<file path="src/rtl/priority_extractor.sv">
// Priority extractor: accepts a word and emits each set bit as a one-hot beat with its index,
// MSB-first or LSB-first per word, over a valid/ready output handshake.
module priority_extractor #(
   parameter int unsigned WIDTH = 7,
   parameter int unsigned IDX_W = $clog2(WIDTH)
) (
   input  logic             clk_i,
   input  logic             srst_i,
   input  logic [WIDTH-1:0] data_i,
   input  logic             data_val_i,
   input  logic             dir_i,
   output logic             data_ready_o,
   output logic [WIDTH-1:0] data_o,
   output logic [IDX_W-1:0] data_idx_o,
   output logic             data_last_o,
   output logic             data_val_o,
   input  logic             data_ready_i
);

   localparam logic [0:0] ST_IDLE = 1'b0;
   localparam logic [0:0] ST_BUSY = 1'b1;

   logic [0:0]       state_q, state_d;
   logic [WIDTH-1:0] rem_q, rem_d;
   logic [WIDTH-1:0] data_q, data_d;
   logic [IDX_W-1:0] idx_q, idx_d;
   logic             last_q, last_d;
   logic             val_q, val_d;
   logic             dir_q, dir_d;

   logic [WIDTH-1:0] src;
   logic             pick_dir;
   logic [IDX_W-1:0] pick_idx;
   logic [WIDTH-1:0] pick_oh;
   logic [WIDTH-1:0] pick_rem;

   // In IDLE the candidate is the incoming word; in BUSY it is the remaining mask.
   always_comb begin
      src      = (state_q == ST_IDLE) ? data_i : rem_q;
      pick_dir = (state_q == ST_IDLE) ? dir_i  : dir_q;
      pick_idx = '0;
      for (int unsigned i = 0; i < WIDTH; i++) begin
         if (pick_dir) begin
            if (src[i]) pick_idx = IDX_W'(i);
         end else begin
            if (src[WIDTH-1-i]) pick_idx = IDX_W'(WIDTH-1-i);
         end
      end
      pick_oh  = (|src) ? (WIDTH'(1) << pick_idx) : '0;
      pick_rem = src & ~pick_oh;
   end

   always_comb begin
      state_d = state_q;
      rem_d   = rem_q;
      data_d  = data_q;
      idx_d   = idx_q;
      last_d  = last_q;
      val_d   = val_q;
      dir_d   = dir_q;
      case (state_q)
         ST_IDLE: begin
            if (data_val_i && (|data_i)) begin
               state_d = ST_BUSY;
               dir_d   = dir_i;
               data_d  = pick_oh;
               idx_d   = pick_idx;
               rem_d   = pick_rem;
               last_d  = (pick_rem == '0);
               val_d   = 1'b1;
            end
         end
         ST_BUSY: begin
            if (data_ready_i) begin
               if (last_q) begin
                  state_d = ST_IDLE;
                  data_d  = '0;
                  idx_d   = '0;
                  rem_d   = '0;
                  last_d  = 1'b0;
                  val_d   = 1'b0;
               end else begin
                  data_d  = pick_oh;
                  idx_d   = pick_idx;
                  rem_d   = pick_rem;
                  last_d  = (pick_rem == '0);
               end
            end
         end
         default: state_d = ST_IDLE;
      endcase
   end

   always_ff @(posedge clk_i) begin
      if (srst_i) begin
         state_q <= ST_IDLE;
         rem_q   <= '0;
         data_q  <= '0;
         idx_q   <= '0;
         last_q  <= 1'b0;
         val_q   <= 1'b0;
         dir_q   <= 1'b0;
      end else begin
         state_q <= state_d;
         rem_q   <= rem_d;
         data_q  <= data_d;
         idx_q   <= idx_d;
         last_q  <= last_d;
         val_q   <= val_d;
         dir_q   <= dir_d;
      end
   end

   assign data_ready_o = (state_q == ST_IDLE);
   assign data_o       = data_q;
   assign data_idx_o   = idx_q;
   assign data_last_o  = last_q;
   assign data_val_o   = val_q;

endmodule
</file>
<file path="config.mk">
export PLATFORM = sky130hd
export DESIGN_NAME = priority_extractor
export DESIGN_NICKNAME = d
export VERILOG_FILES = /design/src/rtl/priority_extractor.sv
export SDC_FILE = /design/constraint.sdc
export NUM_CORES = 1
export LEC_CHECK = 0
export CORE_ASPECT_RATIO = 0.9
export CORE_MARGIN = 4
export CORE_UTILIZATION = 40
export CTS_CLUSTER_SIZE = 25
export DETAILED_ROUTE_END_ITERATION = 12
export PLACE_DENSITY = 0.75
export SLEW_MARGIN = 30
export SYNTH_ARGS = -nofsm -noshare
export SYNTH_HDL_FRONTEND = slang
export SYNTH_SLANG_ARGS = --single-unit
</file>
<file path="constraint.sdc">
create_clock -name clk_i -period 2 [get_ports clk_i]
set_input_delay 0.2 -clock clk_i [delete_from_list [all_inputs] [get_ports clk_i]]
set_output_delay 0.2 -clock clk_i [all_outputs]
set_load 0.03 [all_outputs]
</file>
==> results of run 1 <==
## power by group
| group | total (W) | internal [W] | switching, W | leakage, nW |
|---|---|---|---|---|
| combinational | 0.000678 | 0.000346 | 0.000332 | 0.732 |
| clock | 0.000281 | 0.000139 | 0.000143 | 0.0255 |
| sequential | 0.000483 | 0.000448 | 0.0000350 | 0.172 |
| total | 0.00144 | 0.000933 | 0.000509 | 0.929 |
## layout make-up
class | instances | share of cell area [%]
clock buffers | 3 | 1.78
multi-input cells | 127 | 44.7
flip-flops and latches | 21 | 18.2
inverters | 4 | 0.647
clock inverters | 1 | 0.216
well taps | 42 | 2.26
repair buffers | 79 | 32.2
## metal layers
layer / routed length (um) / global-route usage (%) / vias to the layer above
met4: 150 / 11.0 / 0
met1: 2000 / 25.0 / 738
li1: - / - / 753
met2: 2370 / 38.6 / 62
met5: 0 / 0 / -
met3: 286 / 6.04 / 16
## cell families (layout without fill, tap and decap cells)
group	Yosys count	in the layout
and+or+nand+nor	69	69
AOI/OAI and AO/OA	47	47
DFF	21	21
buffers and inverters	13	87
muxes	11	11
## state kept, by name, summed over array words and instances (netlist names)
name,count
data_last_o,1
dir_q,1
data_o,7
data_val_o,1
rem_q,7
state_q,1
data_idx_o,3
## synth_stat cells, drive strengths merged
master	instances	area share [%]
a211o	1	0.65
or2	3	1.4
o21ai	2	0.74
o22ai	2	0.92
mux2	4	3.9
a2bb2oi	1	0.65
dfxtp	21	31
a21oi	14	5.7
and2	2	0.92
a31o	1	0.65
nor2	32	8.9
nor3b	3	2.9
o311ai	3	2.5
o32ai	1	0.65
a32oi	4	2.6
a211oi	5	2.8
nor4	5	3.2
or4	1	0.56
o211ai	1	0.56
a22oi	6	3.7
o31ai	2	1.5
a31oi	1	0.46
nand2	11	3.1
clkbuf	2	0.56
and3b	1	0.65
mux2i	7	6.4
nor3	7	3.3
nand3	3	1.1
inv	4	1.1
a21o	2	1.1
o221ai	1	1.1
or3	1	0.46
buf	7	4.3
## stage by stage
stage | worst slack [ns] | util [%]
floorplan | 0.0286 | -
global placement | -0.222 | 63.5
detailed placement | -0.281 | 63.5
CTS | -0.0175 | 71.4
global route | -0.143 | 74.0
finish | -0.0420 | 74.0
## worst max-delay path: cells and delay by family (launching register included)
| family | cells | cell delay [ns] |
|---|---|---|
| DFF | 1 | 0.37 |
| and+or+nand+nor | 3 | 0.68 |
| buffers and inverters | 2 | 0.34 |
| AOI/OAI and AO/OA | 3 | 0.56 |
## timing repair
item | in CTS | in global routing
cloned | 1 | 0
resized for setup | 26 | 13
endpoints found under the setup margin | 12 | 17
pin swaps | 7 | 6
setup buffers | 3 | 1
hold endpoints to repair | 0 | 0
## worst min path at each step
stage                                to  slack (ns)
final                     data_idx_o[0]        0.46
after detailed placement  data_idx_o[0]        0.45
after CTS                    data_val_o        0.47
after global routing      data_idx_o[0]        0.49
after global placement       data_val_o        0.45
after floorplan              data_val_o        0.44
==> flow_results.org, run 1 <==
** Route
- Vias per Instance :: 5.66
- Count of unresolved DRC violations after routing :: 0
- Routed length per instance :: 17.3 um
- Post-DRT Antenna Nets :: 0
- 1st-pass router iterations :: 5
- Detailed Route Iter0 Violations :: 123
- Summing over every cut layer, the via total after detailed routing is 1,569.
- Total Routed Length :: 4800 um

** Logic synthesis
- After synthesis the netlist holds a flip-flop and latch count of 21.
- Yosys warns :: 0
- After synthesis, the share of cell area in mux cells is 10.3%.
- Simple-gate share of the synthesized area :: 26.5%
- Fraction of the mapped netlist area in compound gates :: 26.3%
- Number of library cell types mapped by synthesis :: 47
- Synthesis produced 161 cells.
- The synthesized netlist occupies a cell area of 1350 um2.
- Xor and xnor area share after synthesis :: 0%
- Sequential elements use 31.1% of the synthesized area.
- Mean instance size in the synthesized netlist :: 8.40 um2
- After Yosys synthesis, full adders, half adders and majority gates account for 0% of the synthesized area.
- After synthesis, the largest family of logic cells by area is simple AND/OR/NAND/NOR gates.
- Synthesized net count :: 173

** Finish
- The number of antenna diodes in the final layout is 0.
- Combined flip-flop and latch cell area :: 422 um2
- Filler cell count in the final layout :: 221
- The finished cells cover 2320 um2.
- Share of final-layout standard cells stronger than drive strength 1 :: 42.6%
- The final layout contains 248 nets.
- Once layout is complete, the cells apart from fillers number 277.
- The library cell used most frequently in the layout, excluding fill and tap cells, is sky130_fd_sc_hd__buf_4.
- In the layout the commonest cells are sky130_fd_sc_hd__buf_4 (47), sky130_fd_sc_hd__nor2_1 (29), sky130_fd_sc_hd__clkdlybuf4s50_1 (21), sky130_fd_sc_hd__dfxtp_1 (20).
- Layout-stage area growth over the synthesis result :: 71.6%
- Summing all multi-input logic gate instances after layout gives 1040 um2.

** Global routing
- The number of antenna violations at the first check in global routing came to 0.
- Pin count of the biggest net entering global routing :: 18
- The first global-routing pass estimated 7910 um of wire.
- Leftover overflow at the end of global routing :: 0
- Vias in the first global route :: 1,685
- Combined global-route utilization of all metal layers :: 22.2%

** Critical path
- The signal on the critical path passes through bufbuf_16, inv_1, nor3_2, o311ai_4, a21o_1, or3_1, a32oi_1, nor2_1.
- At the worst endpoint, the required time is 2.16 ns.
- For this run, the slowest stage of the critical path takes 0.37 ns.
- Worst path slowest cell :: sky130_fd_sc_hd__dfxtp_2
- Crit end category :: flop
- The worst register-to-register path begins at state_q.
- Data arrival, critical path :: 2.20 ns
- Setup crit start :: state_q
- Maximum fanout encountered on the critical timing path :: 6
- Reg2reg end :: rem_q[5]
- Sort of element at the start of the critical path :: flop
- Worst Setup Path Type :: reg -> reg
- Cell count of the worst reg-to-reg path :: 8
- The most critical setup path has its endpoint at rem_q[5].
- The worst register-to-register path has a setup slack of -0.04 ns.

** Clocking
- CTS tree :: done
- For this design, the CTS-stage hold fixing added 0 buffers.
- TritonCTS created 3 clock buffers.
- Clock-pin slew on the worst setup and hold paths :: 0.08 ns
- Number of buffers on the longest clock path :: 2
- H-tree levels :: 1
- Clock latency on the worst-skew pair :: 0.26 ns
- In this run the clock root is driven by a sky130_fd_sc_hd__clkbuf_8.
- Num Clock Sinks :: 21

** Die
- 25 I/O pins were placed.
- Die span in x :: 69.3 um
- The die covers 4380 um2.
- Core ar. :: 3140 um2
- Die span in y :: 63.2 um
- Starting density of the core :: 43.1%
- Std cell rows :: 19

** STA
- Unrepaired setup endpoints after global routing :: true
- Hold_ws :: 0.460 ns
- Worst slew margin relative to its limit :: 71.4%
- After layout, the worst path uses 102% of the clock period.
- Max Transition Viols Final :: 0
- In the post-route analysis, the smallest setup slack over all paths is -0.0420 ns.
- Clock period minus worst slack :: 2.04 ns
- Setup violations remaining at the end of the flow were counted as 8.
- Actual slew at the worst max-slew pin :: 0.429 ns
- The number of hold violations in the final report is 0.
- For the final routed database, the setup TNS stands at -0.196 ns.
- Fmax :: 490 MHz
- Between clock sinks in the finished design, the worst skew comes to 0.00298 ns.

** Power and ir drop
- VDD sags by at most 0.416 mV.
- In this run the power density over the cells is 622 nW/um2.
- Power comes to 0.00144 W.
- Static leakage power :: 0.929 nW

** Placement
- In this run, placement finished with an instance count of 268.
- Routability-driven placement finished with a final weighted congestion of 0.945.
- Buffers placed on the I/O ports in this run total 24.
- After detailed placement, the total cell area comes to 1990 um2.
- Dpl hpwl :: 3310 um

** Hold path
- Min-Delay Path Depth :: 2
- Hold path start :: data_idx_o[0]
- In this run the worst hold path is classified as reg -> reg.

** Outcome
- The checks that failed: setup timing.
- The run finished, with violations left.

** Job
- Max-cap violations in this run came to 0.
(Power assumes the default switching activity.)
==> inputs of run 2 (changes only) <==
--- a/config.mk
+++ b/config.mk
@@ -5,7 +5,6 @@
 export SDC_FILE = /design/constraint.sdc
 export NUM_CORES = 1
 export LEC_CHECK = 0
-export CORE_ASPECT_RATIO = 0.9
 export CORE_MARGIN = 4
 export CORE_UTILIZATION = 40
 export CTS_CLUSTER_SIZE = 25
==> flow_results.org, run 2 (same netlist as run 1, synthesis figures left out) <==
** Critical path
- Crit end category :: flop (unchanged)
- Sort of element at the start of the critical path :: flop (unchanged)
- Critical path's largest stage delay :: 0.43 ns (was 0.37 ns)
- Maximum fanout encountered on the critical timing path :: 7 (was 6)
- The terminus of the critical flop-to-flop path is data_last_o (was rem_q[5]).
- The critical path's top delay family is compound AO/OA/AOI/OAI gates (was simple AND/OR/NAND/NOR gates).
- The depth of the most critical reg-to-reg path came to 10 (was 8).
- Cells traversed along the worst timing path :: buf_12, buf_16, mux2i_4, buf_4, a211oi_2, o31ai_2, o311ai_2, nor2_1, a211oi_2, nor2_1 (was bufbuf_16, inv_1, nor3_2, o311ai_4, a21o_1, or3_1, a32oi_1, nor2_1)
- The reg-to-reg critical path startpoint was state_q (unchanged).
- The critical path class is reg -> reg (unchanged).
- The cell type of the slowest stage on the worst timing path is sky130_fd_sc_hd__a211oi_2 (was sky130_fd_sc_hd__dfxtp_2).
- The arrival time reported for the critical path endpoint came to 2.42 ns (was 2.20 ns).
- Required time at the endpoint of the critical path :: 2.21 ns (was 2.16 ns)
- The number of buffer and inverter instances along the worst setup path is 3 (was 2).
- Setup slack on the worst flop-to-flop path :: -0.21 ns (was -0.04 ns)

** Route
- Met2 WL post-DR :: 2990 um (was 2370 um)
- The number of violations reported at the end of detailed-routing iteration 0 came to 224 (was 123).
- Count of unresolved DRC violations after routing :: 0 (unchanged)
- Vias per Instance :: 5.93 (was 5.66)
- The uppermost signal routing layer after detailed routing was met4 (unchanged).
- 1st-pass router iterations :: 4 (was 5)
- The post-route met1 wirelength is 2260 um (was 2000 um).
- The number of nets with antenna violations after detailed routing was 0 (unchanged).
- Via count :: 1,714 (was 1,569)
- Wire length on met3 :: 373 um (was 286 um)
- Total Routed Length :: 5860 um (was 4800 um)
- Routed length per instance :: 20.3 um (was 17.3 um)

** Power and ir drop
- The clock group share of total power was 13.8% (was 19.5%).
- Cell Int Power :: 0.000902 W (was 0.000933 W)
- Areal power density over the cells :: 598 nW/um2 (was 622 nW/um2)
- The power consumption came to 0.00145 W (was 0.00144 W).
- The switching share of total power was 38.0% (was 35.3%).
- The switching power is 0.000552 W (was 0.000509 W).
- The part of the power in combinational logic was 52.9% (was 47.0%).
- The largest vdd supply drop came to 0.480 mV (was 0.416 mV).
- Static leakage power :: 0.946 nW (was 0.929 nW)
- The sequential cell fraction of total power is 33.2% (was 33.5%).

** Outcome
- Failing checks: setup timing (unchanged).
- Status: finished with violations (unchanged).

** STA
- The worst max-slew margin expressed relative to the limit was 61.3% (was 71.4%).
- The minimum period implied by the final worst setup slack came to 2.21 ns (was 2.04 ns).
- Count of endpoints failing setup in the final report :: 15 (was 8)
- The post-route fraction of the period consumed by the critical path came to 111% (was 102%).
- Crit path setup slack, layout :: -0.212 ns (was -0.0420 ns)
- The worst setup skew after layout came to 0.0137 ns (was 0.00298 ns).
- Hold Violations, Final :: 0 (unchanged)
- Actual slew at the worst max-slew pin :: 0.579 ns (was 0.429 ns)
- Max Transition Viols Final :: 0 (unchanged)
- The peak clock frequency supported by timing is 452 MHz (was 490 MHz).
- Unrepaired setup endpoints after global routing :: true (unchanged)

** Clocking
- The root buffer selected by CTS is sky130_fd_sc_hd__clkbuf_4 (was sky130_fd_sc_hd__clkbuf_8).
- The clock transition at the registers of the reported paths was 0.12 ns (was 0.08 ns).
- The maximum level of the CTS H-tree is 1 (unchanged).
- The CTS tree is done (unchanged).
- The number of buffers created by CTS was 3 (unchanged).
- The total of hold buffers inserted after clock tree synthesis came to 0 (unchanged).
- Number of buffers on the longest clock path :: 2 (unchanged)
- The clock latency of the later-clocked register in the worst-skew pair is 0.31 ns (was 0.26 ns).
- The TritonCTS sink count was 21 (unchanged).

** Finish
- Share of final-layout standard cells stronger than drive strength 1 :: 48.6% (was 42.6%)
- Leading cell type in the layout, fill and taps excluded :: sky130_fd_sc_hd__buf_4 (unchanged)
- The area added between synthesis and finish was 79.7% (was 71.6%).
- Count of antenna diodes in the layout :: 0 (unchanged)
- Commonest cells after routing, fill and taps aside: sky130_fd_sc_hd__buf_4 (54), sky130_fd_sc_hd__nor2_1 (29), sky130_fd_sc_hd__clkdlybuf4s50_1 (23), sky130_fd_sc_hd__dfxtp_1 (20) (was sky130_fd_sc_hd__buf_4 (47), sky130_fd_sc_hd__nor2_1 (29), sky130_fd_sc_hd__clkdlybuf4s50_1 (21), sky130_fd_sc_hd__dfxtp_1 (20)).
- Final #Nets :: 258 (was 248)

** Die
- Count of pins on the block boundary :: 25 (unchanged)
- Die span in y :: 66.2 um (was 63.2 um)
- The number of standard-cell rows in the floorplan came to 20 (was 19).
- The die area is 4380 um2 (about the same).
- Core ar. :: 3150 um2 (was 3140 um2)
- Starting density of the core :: 42.9% (was 43.1%)
- Die span in x :: 66.2 um (was 69.3 um)

** Global routing
- Number of antenna violations at the first check in global routing :: 0 (unchanged)
- Combined global-route utilization of all metal layers :: 23.1% (was 22.2%)
- Leftover overflow at the end of global routing :: 0 (unchanged)
- Pin count of the biggest net entering global routing :: 14 (was 18)
- The number of global-route vias before repair came to 1,637 (was 1,685).
- Global-route wire length before repair :: 7800 um (was 7910 um)

** Hold path
- The start point of the worst min-delay path is data_idx_o[2] (was data_idx_o[0]).
- Type of the most critical hold path :: reg -> reg (unchanged)
- Min-Delay Path Depth :: 2 (unchanged)
- The worst min-delay path endpoint was data_idx_o[2] (was data_idx_o[0]).

** Placement
- The setup slack after placement is -0.380 ns (was -0.281 ns).
- The placer congestion estimate is 1.00 (was 0.945).
- Port Buffer Count :: 24 (unchanged)
- Dpl hpwl :: 3290 um (was 3310 um)

** Job
- The number of max-cap violations came to 0 (unchanged).
[run 2: cell count changes in the layout (fill, tap and decap cells not counted), sizes merged]
cell           previous run  this run
buf                      54        65
clkdlybuf4s50            21        23
bufbuf                    1         0
dlymetal6s2s              3         1
[run 2: repair_timing]
item,4_1_cts,5_1_grt
setup endpoints to repair,12,17
pin swaps,13,22
resized for setup,32,28
cloned,2,0
buffers inserted,9,6
[run 2: worst max path at each step]
| stage | depth (start not counted) | to | start |
|---|---|---|---|
| after floorplan | 8 | data_last_o | state_q |
| after global placement | 9 | data_last_o | data_i[5] |
| after detailed placement | 9 | data_last_o | data_i[5] |
| after CTS | 9 | data_last_o | state_q |
| after global routing | 10 | data_last_o | state_q |
| final | 10 | data_last_o | state_q |
[run 2: layout make-up]
cell class,instances,area [um2]
clock inverter,1,5.00
inverter,4,15.0
tap,44,55.1
multi-input combinational,127,1110
sequential,21,424
clock buffer,3,22.5
timing repair buffer,89,800
fill,233,722
[run 2: routing by layer]
metal,track usage (%),vias to the layer above
met5,0,-
met4,9.64,0
met3,3.06,23
met2,41.3,105
met1,27.4,816
li1,-,770
[run 2: power by group through the flow]
stage               clock network, W  registers, W  logic, W
global route                0.000232      0.000486  0.000808
global placement                   0      0.000483  0.000526
detailed placement                 0      0.000485  0.000536
floorplan                          0      0.000510  0.000263
finish                      0.000201      0.000483  0.000769
CTS                         0.000209      0.000478  0.000646
[run 2: metrics by stage]
stage / util [%] / TNS (ns) / instances / cell area (um2) / hold slack, ns
floorplan: - / 0 / 161 / 1350 / 0.437
global placement: 62.0 / -2.64 / 268 / 1960 / 0.447
detailed placement: 62.0 / -3.46 / 268 / 1960 / 0.453
CTS: 71.5 / -0.686 / 283 / 2250 / 0.474
global route: 77.1 / -2.83 / 289 / 2430 / 0.489
finish: 77.1 / -1.44 / 289 / 2430 / 0.469
[run 2: worst min-delay path: cells and delay by family, from the launching register on]
family	cells	cell delay, ns
AO/OA/AOI/OAI	1	0.05
flip-flops	1	0.33
AND/OR/NAND/NOR	1	0.05
